### config.mk
export PLATFORM = sky130hd
export DESIGN_NAME = miriscv_timer
export DESIGN_NICKNAME = d
export VERILOG_FILES = /design/src/rtl/miriscv_timer_pkg.sv /design/src/rtl/timer_prescaler.sv /design/src/rtl/miriscv_timer.sv
export SDC_FILE = /design/constraint.sdc
export NUM_CORES = 1
export LEC_CHECK = 0
export BUFFER_PORTS_ARGS = -buffer_cell sky130_fd_sc_hd__buf_2
export CAP_MARGIN = 15
export CORE_ASPECT_RATIO = 0.9
export CORE_UTILIZATION = 45
export CTS_BUF_LIST = sky130_fd_sc_hd__clkbuf_4
export CTS_CLUSTER_SIZE = 8
export DETAILED_ROUTE_END_ITERATION = 10
export MAX_ROUTING_LAYER = met4
export PLACE_DENSITY = 0.67
export SYNTH_ARGS = -nofsm -noshare
export SYNTH_HDL_FRONTEND = slang
export SYNTH_HIERARCHICAL = 1
export SYNTH_SLANG_ARGS = --single-unit
### constraint.sdc
create_clock -name clk_i -period 2.51 [get_ports clk_i]
set_input_delay 0.1255 -clock clk_i [delete_from_list [all_inputs] [get_ports clk_i]]
set_output_delay 0.1255 -clock clk_i [all_outputs]
set_load 0.01 [all_outputs]
### src/rtl/miriscv_timer_pkg.sv
// Shared definitions for the miriscv_timer block: register offsets, CTRL layout
// and the byte-enable merge used by every writable register.
package miriscv_timer_pkg;

   // Word offsets as decoded from addr_i[4:2]
   localparam logic [2:0] TMR_CTRL   = 3'd0;
   localparam logic [2:0] TMR_LOAD   = 3'd1;
   localparam logic [2:0] TMR_COUNT  = 3'd2;
   localparam logic [2:0] TMR_STATUS = 3'd3;
   localparam logic [2:0] TMR_PRESC  = 3'd4;

   localparam int unsigned CTRL_EN          = 0;
   localparam int unsigned CTRL_AUTO_RELOAD = 1;
   localparam int unsigned CTRL_IRQ_EN      = 2;

   typedef struct packed {
      logic irq_en;
      logic auto_reload;
      logic en;
   } ctrl_t;

   function automatic logic [31:0] be_merge(input logic [31:0] old_val,
                                            input logic [31:0] new_val,
                                            input logic [3:0]  be);
      logic [31:0] res;
      res = old_val;
      for (int i = 0; i < 4; i++) begin
         if (be[i]) res[8*i +: 8] = new_val[8*i +: 8];
      end
      return res;
   endfunction

endpackage

### src/rtl/timer_prescaler.sv
// Divides the timer enable into one tick every presc_i+1 enabled cycles.
module timer_prescaler #(
   parameter int unsigned PRESC_WIDTH = 16
) (
   input  logic                   clk_i,
   input  logic                   rst_i,
   input  logic                   en_i,
   input  logic                   clr_i,
   input  logic [PRESC_WIDTH-1:0] presc_i,
   output logic                   tick_o
);

   logic [PRESC_WIDTH-1:0] cnt_q;
   logic                   at_limit;

   assign at_limit = (cnt_q == presc_i);
   // A divider being reprogrammed must not emit a tick based on its old phase.
   assign tick_o   = en_i & ~clr_i & at_limit;

   // NOTE: sequential state uses non-blocking assignments so every flop samples pre-edge values.
   always_ff @(posedge clk_i) begin
      if (rst_i || clr_i || !en_i) begin
         cnt_q <= '0;
      end else if (at_limit) begin
         cnt_q <= '0;
      end else begin
         cnt_q <= cnt_q + PRESC_WIDTH'(1);
      end
   end

endmodule

### src/rtl/miriscv_timer.sv
// Memory-mapped compare/reload timer with interrupt handshake toward the interrupt controller.
// Define MIRISCV_TIMER_PRESC_EN to add the PRESC register (offset 0x10) and prescaler.
module miriscv_timer
   import miriscv_timer_pkg::*;
#(
   parameter int unsigned CNT_WIDTH   = 32,
   parameter int unsigned PRESC_WIDTH = 16
) (
   input  logic        clk_i,
   input  logic        rst_i,
   input  logic        req_i,
   input  logic        we_i,
   input  logic [3:0]  be_i,
   input  logic [31:0] addr_i,
   input  logic [31:0] wdata_i,
   output logic [31:0] rdata_o,
   output logic        int_req_o,
   input  logic        int_fin_i
);

   ctrl_t                ctrl_q, ctrl_d;
   logic [CNT_WIDTH-1:0] load_q, load_d, count_q, count_d;
   logic                 pending_q, pending_d;
   logic [31:0]          rdata_d, load_merged, count_merged, presc_rd;
   logic [2:0]           reg_sel;
   logic                 wr_en, rd_en, wr_ctrl, wr_load, wr_count, wr_status;
   logic                 tick, tick_eff, match, clr_pending;
   logic                 unused_bits;

   assign reg_sel   = addr_i[4:2];
   assign wr_en     = req_i & we_i;
   assign rd_en     = req_i & ~we_i;
   assign wr_ctrl   = wr_en & (reg_sel == TMR_CTRL);
   assign wr_load   = wr_en & (reg_sel == TMR_LOAD);
   assign wr_count  = wr_en & (reg_sel == TMR_COUNT);
   assign wr_status = wr_en & (reg_sel == TMR_STATUS);

   assign load_merged  = be_merge(32'(load_q), wdata_i, be_i);
   assign count_merged = be_merge(32'(count_q), wdata_i, be_i);

`ifdef MIRISCV_TIMER_PRESC_EN
   logic [PRESC_WIDTH-1:0] presc_q;
   logic [31:0]            presc_merged;
   logic                   wr_presc;

   assign wr_presc     = wr_en & (reg_sel == TMR_PRESC);
   assign presc_merged = be_merge(32'(presc_q), wdata_i, be_i);
   assign presc_rd     = 32'(presc_q);

   always_ff @(posedge clk_i) begin
      if (rst_i)         presc_q <= '0;
      else if (wr_presc) presc_q <= presc_merged[PRESC_WIDTH-1:0];
   end

   timer_prescaler #(.PRESC_WIDTH(PRESC_WIDTH)) u_prescaler (
      .clk_i   (clk_i),
      .rst_i   (rst_i),
      .en_i    (ctrl_q.en),
      .clr_i   (wr_presc),
      .presc_i (presc_q),
      .tick_o  (tick)
   );

   assign unused_bits = ^{addr_i[31:5], addr_i[1:0], load_merged, count_merged, presc_merged};
`else
   logic [PRESC_WIDTH-1:0] unused_presc;

   assign tick         = ctrl_q.en;
   assign presc_rd     = '0;
   assign unused_presc = '0;
   assign unused_bits  = ^{addr_i[31:5], addr_i[1:0], load_merged, count_merged};
`endif

   // A bus write to CTRL or COUNT owns this cycle; the tick is dropped entirely.
   assign tick_eff    = tick & ~wr_ctrl & ~wr_count;
   assign match       = (count_q == load_q);
   assign clr_pending = int_fin_i | (wr_status & be_i[0] & wdata_i[0]);

   always_comb begin
      // NOTE: every always_comb target gets a default first so no path can infer a latch.
      ctrl_d    = ctrl_q;
      load_d    = load_q;
      count_d   = count_q;
      if (tick_eff) begin
         if (!match)                   count_d   = count_q + CNT_WIDTH'(1);
         else if (ctrl_q.auto_reload)  count_d   = '0;
         else                          ctrl_d.en = 1'b0;
      end
      if (wr_ctrl && be_i[0]) begin
         ctrl_d.en          = wdata_i[CTRL_EN];
         ctrl_d.auto_reload = wdata_i[CTRL_AUTO_RELOAD];
         ctrl_d.irq_en      = wdata_i[CTRL_IRQ_EN];
      end
      if (wr_load)  load_d  = load_merged[CNT_WIDTH-1:0];
      if (wr_count) count_d = count_merged[CNT_WIDTH-1:0];
      // Set beats clear so a match coinciding with acknowledge is never lost.
      pending_d = (tick_eff & match) | (pending_q & ~clr_pending);
   end

   always_comb begin
      rdata_d = '0;
      case (reg_sel)
         TMR_CTRL:   rdata_d = 32'(ctrl_q);
         TMR_LOAD:   rdata_d = 32'(load_q);
         TMR_COUNT:  rdata_d = 32'(count_q);
         TMR_STATUS: rdata_d = {31'b0, pending_q};
         TMR_PRESC:  rdata_d = presc_rd;
         default:    rdata_d = '0;
      endcase
   end

   always_ff @(posedge clk_i) begin
      if (rst_i) begin
         ctrl_q    <= '0;
         load_q    <= '1;
         count_q   <= '0;
         pending_q <= 1'b0;
         rdata_o   <= '0;
      end else begin
         ctrl_q    <= ctrl_d;
         load_q    <= load_d;
         count_q   <= count_d;
         pending_q <= pending_d;
         if (rd_en) rdata_o <= rdata_d;
      end
   end

   assign int_req_o = pending_q & ctrl_q.irq_en;

endmodule

### Word level (Yosys, flattened, before mapping)

Cells that the tools add are included.

* add/subtract/negate cells: 1
* multipliers: 0
* divide/modulo/power cells: 0
* magnitude comparators: 0
* eq/ne operators: 10
* shift operators: 0
* muxes and demuxes: 13
* bitwise logic cells: 19
* reductions and logical operators: 14

Operators with widths (count)
* 32-bit two-way mux: 4
* 32-bit one-hot mux with 4 select lines: 1
* 32-bit by 1-bit adder with 32-bit output (second input constant): 1
* 32-bit == test: 1
* 8-bit two-way mux: 4
* 3-bit AND reduction: 5
* 1-bit AND: 13
* 2-bit != test (second input constant): 4
* 2-bit AND reduction: 4
* 3-bit by 2-bit == test with 1-bit output (second input constant): 2
* 2-bit nonzero test: 3
* 1-bit two-way mux: 4
* 1-bit inverter: 4
* 3-bit by 1-bit == test with 1-bit output (second input constant): 1
* 3-bit zero test: 1
* 3-bit != test (second input constant): 1
* 2-bit by 1-bit != test with 1-bit output (second input constant): 1
* 1-bit OR: 2
* 1-bit logical AND: 1

* flip-flop bits (word level): 100
* bits in latches: 0
* memory bits (writable): 0
* memory bits (read-only): 0
* bits of input ports: 73
* output and inout port bits: 33
* memories: 0

### Depth between registers and ports, before layout

Gate-level depths: netlist (run 1).

* depth after elaboration: 8
* mapped depth: 9

### Worst setup path after synthesis (run 1)

OpenSTA, ideal clock, no wires.

* kind: reg2reg
* from: register count_q[22]
* to: register count_q[18]
* setup time: 0.133 ns
* data arrival time: 1.945 ns
* data required time: 2.377 ns
* slack: 0.433 ns
* stages on the path, launching flop included: 10
* period minus slack after synthesis: 2.077 ns
* cells stage by stage: dfxtp_1 > clkbuf_1 > xnor2_1 > nand4_1 > nor4_4 > a21oi_1 > buf_2 > buf_2 > a21oi_1 > o32ai_2

* cells in the longest elaborated chain, start to end: 4
* elaborated cells between the ends (all ways): 6
* classes of those cells: eq/ne (2); mux (3); reduce/logical (1)

RTL lines
* start: declaration: RTL line miriscv_timer.sv:22 `logic [CNT_WIDTH-1:0] load_q, load_d, count_q, count_d;`
* start signal: assignment: RTL line miriscv_timer.sv:122 `count_q <= count_d;`
* 32-bit == test *: RTL line miriscv_timer.sv:76 `assign match = (count_q == load_q);`
* 32-bit two-way mux: RTL line miriscv_timer.sv:85 `if (!match) count_d = count_q + CNT_WIDTH'(1);`
* 32-bit two-way mux: RTL line miriscv_timer.sv:84 `if (tick_eff) begin`
* 32-bit two-way mux: RTL line miriscv_timer.sv:95 `if (wr_count) count_d = count_merged[CNT_WIDTH-1:0];`

Mark *: on every way between the ends. The rest lies on a longest branch, timed or not. The select of a mux whose other input is x is not followed.
A chain may end at the register's enable or synchronous reset.

### Worst setup path in the final report (run 1)

* from: register count_q[7]
* to: register count_q[8]

* cells in the longest elaborated chain, start to end: 4
* elaborated cells between the ends (all ways): 7
* classes of those cells: add/sub (1); eq/ne (2); mux (3); reduce/logical (1)

RTL lines (RTL line)
* 32-bit by 1-bit adder with 32-bit output / 32-bit == test (equally long branches): miriscv_timer.sv:85, miriscv_timer.sv:76
* 32-bit two-way mux: miriscv_timer.sv:85
* 32-bit two-way mux: miriscv_timer.sv:84
* 32-bit two-way mux: miriscv_timer.sv:95

Several ways; a longest one is shown, not always the timed one. The select of a mux whose other input is x is not followed.

==> metrics.log, run 1 <==
INFO  metric outcome = complete, no violations
INFO  metric design.core.area = 11,400 µm²
INFO  metric io_pins = 106
INFO  metric avgRoutedWirePerCell = 18.0 µm
INFO  metric synth-warning-count = 6
INFO  metric worst_hold_slack = 111 ps
INFO  metric shortest_period_the_worst_path_allows = 2360 ps
INFO  metric crit_path_end_kind = flop
INFO  metric timing.final.max_slew_violations = 0
INFO  metric ctsResizeCount = 0
INFO  metric placed_cells = 869
INFO  metric clk_pin_slew_worst_paths = 150 ps
INFO  metric critPathRequiredTime = 2880 ps
INFO  metric powerDensity = 491 nW/µm²
INFO  metric critical_path.startpoint_type = flop
INFO  metric final.setup.tns = 0 ps
INFO  metric grt_util_all_layers = 28.9%
INFO  metric die-area = 12,200 µm²
INFO  metric synth_ff_type = sky130_fd_sc_hd__dfxtp_1
INFO  metric grt_max_degree = 68
INFO  metric cells_after_synth = 669
INFO  metric fin_nets = 832
INFO  metric unrepaired_setup_endpoints_after_global_routing = no
INFO  metric layout-area-overhead-vs-synth = 21.2%
INFO  metric setup_slack = 151 ps
INFO  metric vias = 5,556
INFO  metric ctsHtreeMaxLevel = 3
INFO  metric setup_viol = 0
INFO  metric cts_tree = done
INFO  metric number_of_buffers_added_by_the_clock_tree_synthesis_step = 9
INFO  metric gp_congestion = 0.882
INFO  metric hold_viol_final = 0
INFO  metric initial_core_util = 46.3%
INFO  metric gr-total-overflow = 0
INFO  metric worstHoldPathType = in -> reg
INFO  metric timing_worst_slew_pin_value = 853 ps
INFO  metric synth-async-reset-ratio = 0%
INFO  metric dp_hpwl = 11,300 µm
INFO  metric post_layout_nonfiller_instances = 920
INFO  metric vert_die_dim = 105 µm
INFO  metric synth-seq-cells = 100
INFO  metric antenna_found_initial = 1
INFO  metric slew-limit-headroom = 42.8%
INFO  metric min_period_over_period = 94.0%
INFO  metric routed_via_density = 6.04
INFO  metric clk-insertion-delay-late = 470 ps
INFO  metric crit_arrival = 2730 ps
INFO  metric drc_errors = 0
INFO  metric cp_max_fo = 10
INFO  metric drtAntennaViolNets = 0
INFO  metric rows = 37
INFO  metric power.static_leakage = 2.48 nW
INFO  metric pre_cts_slack = 213 ps
INFO  metric worst_ir_drop_vdd = 0.336 mV
INFO  metric reg2regPathDepth = 7
INFO  metric drtPass1Iterations = 5
INFO  metric detailedRoute.firstIterationViolations = 460
INFO  metric clock_sinks = 100
INFO  metric timing.max_cap.violations = 0
INFO  metric syn_area = 5300 µm²
INFO  metric number_of_global_route_vias_before_repair = 5,298
INFO  metric postLayoutCoreUtil = 56.1%
INFO  metric yosys.cell_types.count = 51
INFO  metric cts-root-buf = sky130_fd_sc_hd__clkbuf_4
INFO  metric synth-edff-count = 0
INFO  metric synth-seq-area-share = 37.8%
INFO  metric criticalPathCategory = reg -> reg
INFO  metric fmaxAchievable = 0.424 GHz
INFO  metric die_w = 116 µm
INFO  metric portBuffers = 76
INFO  metric timing.hold.worst_path_depth = 4
INFO  metric synth_area_per_cell = 7.91 µm²
INFO  metric syn_nets = 743
INFO  metric worst_clock_skew = 12.2 ps
INFO  metric grt_first_pass_wirelength = 26,600 µm
INFO  metric clock_tree.buffer_depth = 2
INFO  metric final_layout_size_suffix_gt1_share = 17.8%
INFO  metric routed_wirelength = 16,600 µm
[worst paths after layout]
| check | start | to | slack [ps] |
|---|---|---|---|
| setup / recovery | count_q[7]$_SDFFE_PP0P_ | count_q[8]$_SDFFE_PP0P_ | 150 |
| hold / removal | addr_i[4] | tick$_SDFFE_PP0P_ | 110 |
| setup reg to reg | count_q[7]$_SDFFE_PP0P_ | count_q[8]$_SDFFE_PP0P_ | 150 |
| hold reg to reg | rdata_o[11]$_SDFFE_PP0P_ | rdata_o[11]$_SDFFE_PP0P_ | 500 |
[final cells by class]
cell class / instances / area, µm²
repair buffers: 136 / 941
diodes: 1 / 2.50
clock buffers: 10 / 75.1
fillers: 1086 / 5020
flip-flops and latches: 100 / 2000
clock inverters: 6 / 136
multi-input cells: 499 / 3020
inverters: 12 / 45.0
well taps: 156 / 195
[worst max-delay path, stage by stage (launching register included)]
cell                      delay [ps]
sky130_fd_sc_hd__dfxtp_1         520
sky130_fd_sc_hd__xnor2_1         180
sky130_fd_sc_hd__nand4_1         170
sky130_fd_sc_hd__nor4_4           80
sky130_fd_sc_hd__buf_4           160
sky130_fd_sc_hd__a31oi_1         670
sky130_fd_sc_hd__a21bo_1         290
sky130_fd_sc_hd__a32o_1          200
[cell usage after synthesis (all sizes together) (15+ instances only)]
master | number | area (µm²)
a22oi | 23 | 173
nand3 | 48 | 245
a21boi | 15 | 113
a221oi | 29 | 254
clkbuf | 40 | 150
a21oi | 18 | 90.1
nand4 | 16 | 106
buf | 18 | 92.6
nand2 | 121 | 454
nor3 | 35 | 175
xnor2 | 32 | 280
o32ai | 28 | 253
nor2 | 58 | 220
dfxtp | 100 | 2000
[sequential cells by signal, indices dropped and copies added (netlist names)]
| name | flops |
|---|---|
| rdata_o | 32 |
| tick | 1 |
| load_q | 32 |
| ctrl_q | 2 |
| count_q | 32 |
| pending_q | 1 |
[metrics by stage]
step / power (mW) / cell area (µm²)
2_1_floorplan: 1.85 / 5300
3_3_place_gp: 1.97 / 5860
3_5_place_dp: 1.98 / 5860
4_1_cts: 3.17 / 6420
5_1_grt: 3.27 / 6420
6_report: 3.15 / 6420
[cells by family (layout without fill, tap and decap cells)]
family	Yosys count	after routing	share of synthesized area, %
adder cells (fa/ha/maj)	1	1	0.236
AO/OA/AOI/OAI	143	143	21.4
flip-flops	100	100	37.8
AND/OR/NAND/NOR	319	319	28.8
multiplexers	3	3	0.803
buffers and inverters	70	164	5.43
other	0	1	0
XOR/XNOR	33	33	5.46
[layout by cell type (no fill, tap or decap), types with 9 or more instances in the layout]
cell                            instances
sky130_fd_sc_hd__a21boi_1              15
sky130_fd_sc_hd__a21oi_1               17
sky130_fd_sc_hd__a221oi_1              29
sky130_fd_sc_hd__a22oi_1               23
sky130_fd_sc_hd__and3_1                 9
sky130_fd_sc_hd__buf_2                 76
sky130_fd_sc_hd__buf_4                 24
sky130_fd_sc_hd__clkbuf_4              10
sky130_fd_sc_hd__dfxtp_1              100
sky130_fd_sc_hd__dlygate4sd3_1         34
sky130_fd_sc_hd__inv_1                 11
sky130_fd_sc_hd__nand2_1              121
sky130_fd_sc_hd__nand3_1               47
sky130_fd_sc_hd__nand4_1               15
sky130_fd_sc_hd__nor2_1                57
sky130_fd_sc_hd__nor3_1                35
sky130_fd_sc_hd__o32ai_1               27
sky130_fd_sc_hd__xnor2_1               32
[routing by layer]
metal	part of all wire, %	vias to the layer above	track usage, %
met5	0	-	-
met4	2.5	0	11.0
met1	44	2676	38.2
met3	6.3	34	4.70
li1	-	2619	-
met2	47	227	43.9
[timing repair]
action,in CTS,in global routing
buffers inserted,0,0
endpoints found under the hold margin,37,0
hold buffers,34,0
[report_power, final]
| group | switching (mW) | internal (mW) | leakage [nW] |
|---|---|---|---|
| Combinational | 0.196 | 0.145 | 1.56 |
| Sequential | 0.0235 | 1.63 | 0.813 |
| Clock | 0.547 | 0.617 | 0.107 |
Power figures use the tool's default switching activity.
==> run 2, diff against run 1 <==
--- a/config.mk
+++ b/config.mk
@@ -13,7 +13,7 @@
 export CTS_CLUSTER_SIZE = 8
 export DETAILED_ROUTE_END_ITERATION = 10
 export MAX_ROUTING_LAYER = met4
-export PLACE_DENSITY = 0.67
+export PLACE_DENSITY = 0.7
 export SYNTH_ARGS = -nofsm -noshare
 export SYNTH_HDL_FRONTEND = slang
 export SYNTH_HIERARCHICAL = 1
==> metrics.log, run 2 (same netlist as run 1, synthesis figures left out) <==
INFO  metric layout.cells.most_common = sky130_fd_sc_hd__nand2_1
INFO  metric postLayoutCoreUtil = 55.1% (-0.98 points)
INFO  metric grt_util_all_layers = 28.8% (about the same)
INFO  metric clock_sinks = 100 (unchanged)
INFO  metric timing.max_cap.violations = 0 (unchanged)
INFO  metric outcome = complete, no violations
INFO  metric design.core.area = 11,400 µm² (unchanged)
INFO  metric switchingPower = 764 µW (-0.31%)
INFO  metric max_stage_delay = 370 ps (-300 ps)
INFO  metric number_of_global_route_vias_before_repair = 5,200 (-1.8%)
INFO  metric timing.final.max_slew_violations = 0 (unchanged)
INFO  metric reg_top3 = count_q x32, load_q x32, rdata_o x32
INFO  metric rows = 37 (unchanged)
INFO  metric critical_path.startpoint_type = flop
INFO  metric layout-area-overhead-vs-synth = 19.1%
INFO  metric antenna_found_initial = 0 (-1)
INFO  metric clock_tree.buffer_depth = 2 (unchanged)
INFO  metric gr-total-overflow = 0 (unchanged)
INFO  metric routed_wirelength = 16,500 µm (-0.26%)
INFO  metric crit_path_end_kind = flop
INFO  metric die_w = 116 µm (unchanged)
INFO  metric crit_arrival = 2680 ps (-50 ps)
INFO  metric cpLargestDelayFamily = simple AND/OR/NAND/NOR gates
INFO  metric fin_nets = 831 (-0.12%)
INFO  metric fmaxAchievable = 0.428 GHz (+0.97%)
INFO  metric min_period_over_period = 93.1% (-0.91 points)
INFO  metric io_pins = 106 (unchanged)
INFO  metric p_int = 1.96 mW (-18%)
INFO  metric die-area = 12,200 µm² (unchanged)
INFO  metric setup_viol = 0 (unchanged)
INFO  metric final.setup.tns = 0 ps (unchanged)
INFO  metric unrepaired_setup_endpoints_after_global_routing = no
INFO  metric layout.cells.most_common_list = sky130_fd_sc_hd__nand2_1 (121), sky130_fd_sc_hd__dfxtp_1 (99), sky130_fd_sc_hd__buf_2 (76), sky130_fd_sc_hd__nor2_1 (57), sky130_fd_sc_hd__nand3_1 (47)
INFO  metric grt_max_degree = 68 (unchanged)
INFO  metric criticalPathCategory = reg -> reg
INFO  metric timing_worst_slew_pin_value = 810 ps (-43.5 ps)
INFO  metric pwr-share-clk = 26.9% (-10 points)
INFO  metric slew-limit-headroom = 45.8% (+2.9 points)
INFO  metric drtAntennaViolNets = 0 (unchanged)
INFO  metric final_layout_size_suffix_gt1_share = 17.6% (-0.24 points)
INFO  metric antenna_cells_inserted = 0 (-1)
INFO  metric dp_hpwl = 11,300 µm (+0.23%)
INFO  metric cp_cell_sequence = xnor2_1 > nand4_1 > nor4_4 > buf_4 > and2_1 > a21o_1 > o32ai_1
INFO  metric avgRoutedWirePerCell = 18.0 µm (about the same)
INFO  metric vert_die_dim = 105 µm (unchanged)
INFO  metric vias = 5,498 (-1.0%)
INFO  metric gp_congestion = 0.898 (+1.9%)
INFO  metric power_frac_seq = 60.5% (+8.2 points)
INFO  metric cpMaxStageDelayCell = sky130_fd_sc_hd__xnor2_1
INFO  metric ctsHtreeMaxLevel = 3 (unchanged)
INFO  metric power.share.switching = 28.1% (+3.8 points)
INFO  metric detailedRoute.firstIterationViolations = 511 (+11%)
INFO  metric powerDensity = 432 nW/µm² (-12%)
INFO  metric rr_startpoint = load_q[25]$_SDFFE_PP1P_
INFO  metric clk_pin_slew_worst_paths = 150 ps (about the same)
INFO  metric worstPathBufferInverterCount = 1 (unchanged)
INFO  metric clk-insertion-delay-late = 470 ps (about the same)
INFO  metric number_of_buffers_added_by_the_clock_tree_synthesis_step = 9 (unchanged)
INFO  metric min-delay-start = addr_i[4]
INFO  metric cts-root-buf = sky130_fd_sc_hd__clkbuf_4
INFO  metric power.static_leakage = 2.43 nW (-2.1%)
INFO  metric hold_viol_final = 0 (unchanged)
INFO  metric shortest_period_the_worst_path_allows = 2340 ps (-22.8 ps)
INFO  metric cts_tree = done
INFO  metric grt_first_pass_wirelength = 26,400 µm (-0.78%)
INFO  metric worst_clock_skew = 20.0 ps (+7.77 ps)
INFO  metric critPathRequiredTime = 2850 ps (-30 ps)
INFO  metric initial_core_util = 46.3% (unchanged)
INFO  metric worstHoldPathType = in -> reg
INFO  metric routed_via_density = 5.99 (-0.83%)
INFO  metric combinationalPowerShare = 12.5% (+1.7 points)
INFO  metric drc_errors = 0 (unchanged)
INFO  metric startpoint = load_q[25]$_SDFFE_PP1P_
INFO  metric cp_max_fo = 8 (-2)
INFO  metric portBuffers = 76 (unchanged)
INFO  metric drtPass1Iterations = 5 (unchanged)
INFO  metric worst_ir_drop_vdd = 0.262 mV (-22%)
## run 2: changes by cell type in the layout (fill, tap and decap cells not counted)
cell / change
sky130_fd_sc_hd__a31oi_2: +1
sky130_fd_sc_hd__a31oi_1: -1
sky130_fd_sc_hd__clkinv_2: +3
sky130_fd_sc_hd__dfxtp_1: -1
sky130_fd_sc_hd__bufinv_16: -4
sky130_fd_sc_hd__dfxtp_2: +1
sky130_fd_sc_hd__clkinv_4: -1
sky130_fd_sc_hd__diode_2: -1
sky130_fd_sc_hd__clkinv_1: +3
sky130_fd_sc_hd__buf_4: -1
sky130_fd_sc_hd__clkbuf_4: -1
## run 2: path summary, 6_finish.rpt
kind	endpoint	slack, ps	cells after the start
setup / recovery	count_q[28]$_SDFFE_PP0P_	170	7
hold / removal	ctrl_q[2]$_SDFFE_PP0P_	110	4
setup reg to reg	count_q[28]$_SDFFE_PP0P_	170	7
hold reg to reg	rdata_o[8]$_SDFFE_PP0P_	500	2
## run 2: final cells by class
type | instances | area (µm²)
multi-input cells | 499 | 3030
fillers | 1125 | 5130
clock buffers | 9 | 67.6
well taps | 156 | 195
flip-flops and latches | 100 | 2000
repair buffers | 135 | 933
inverters | 12 | 45.0
clock inverters | 7 | 33.8
## run 2: routing by layer
layer | global-route usage, % | part of all wire (%) | vias up
li1 | - | - | 2610
met1 | 37.3 | 44 | 2632
met2 | 45.3 | 47 | 232
met3 | 4.99 | 7.4 | 24
met4 | 9.62 | 2.0 | 0
met5 | - | 0 | -
## run 2: power by group through the flow
stage,clock [mW],combinational [mW],sequential (mW)
global placement,0,0.292,1.68
floorplan,0,0.151,1.69
global route,0.811,0.371,1.65
finish,0.733,0.342,1.65
detailed placement,0,0.296,1.68
CTS,0.747,0.338,1.65
## run 2: through the flow
step | instance area, µm² | std cells | power (mW) | hold WS [ps] | setup slack (ps)
floorplan | 5300 | 669 | 1.85 | 250 | 433
global placement | 5840 | 866 | 1.97 | 354 | 189
detailed placement | 5840 | 866 | 1.98 | 360 | 179
CTS | 6280 | 916 | 2.73 | 74.0 | 155
global route | 6310 | 918 | 2.84 | 110 | 37.3
finish | 6310 | 918 | 2.72 | 107 | 174
## run 2: repair_timing
item,in CTS,in global routing
resized for setup,0,2
endpoints found under the hold margin,36,0
setup endpoints to repair,0,19
hold buffers,34,0
setup buffers,0,2
## run 2: worst register-to-register path: stages, from the launching register on
cell                      delay [ps]
sky130_fd_sc_hd__dfxtp_1         360
sky130_fd_sc_hd__xnor2_1         370
sky130_fd_sc_hd__nand4_1         300
sky130_fd_sc_hd__nor4_4          280
sky130_fd_sc_hd__buf_4           200
sky130_fd_sc_hd__and2_1          220
sky130_fd_sc_hd__a21o_1          330
sky130_fd_sc_hd__o32ai_1         150
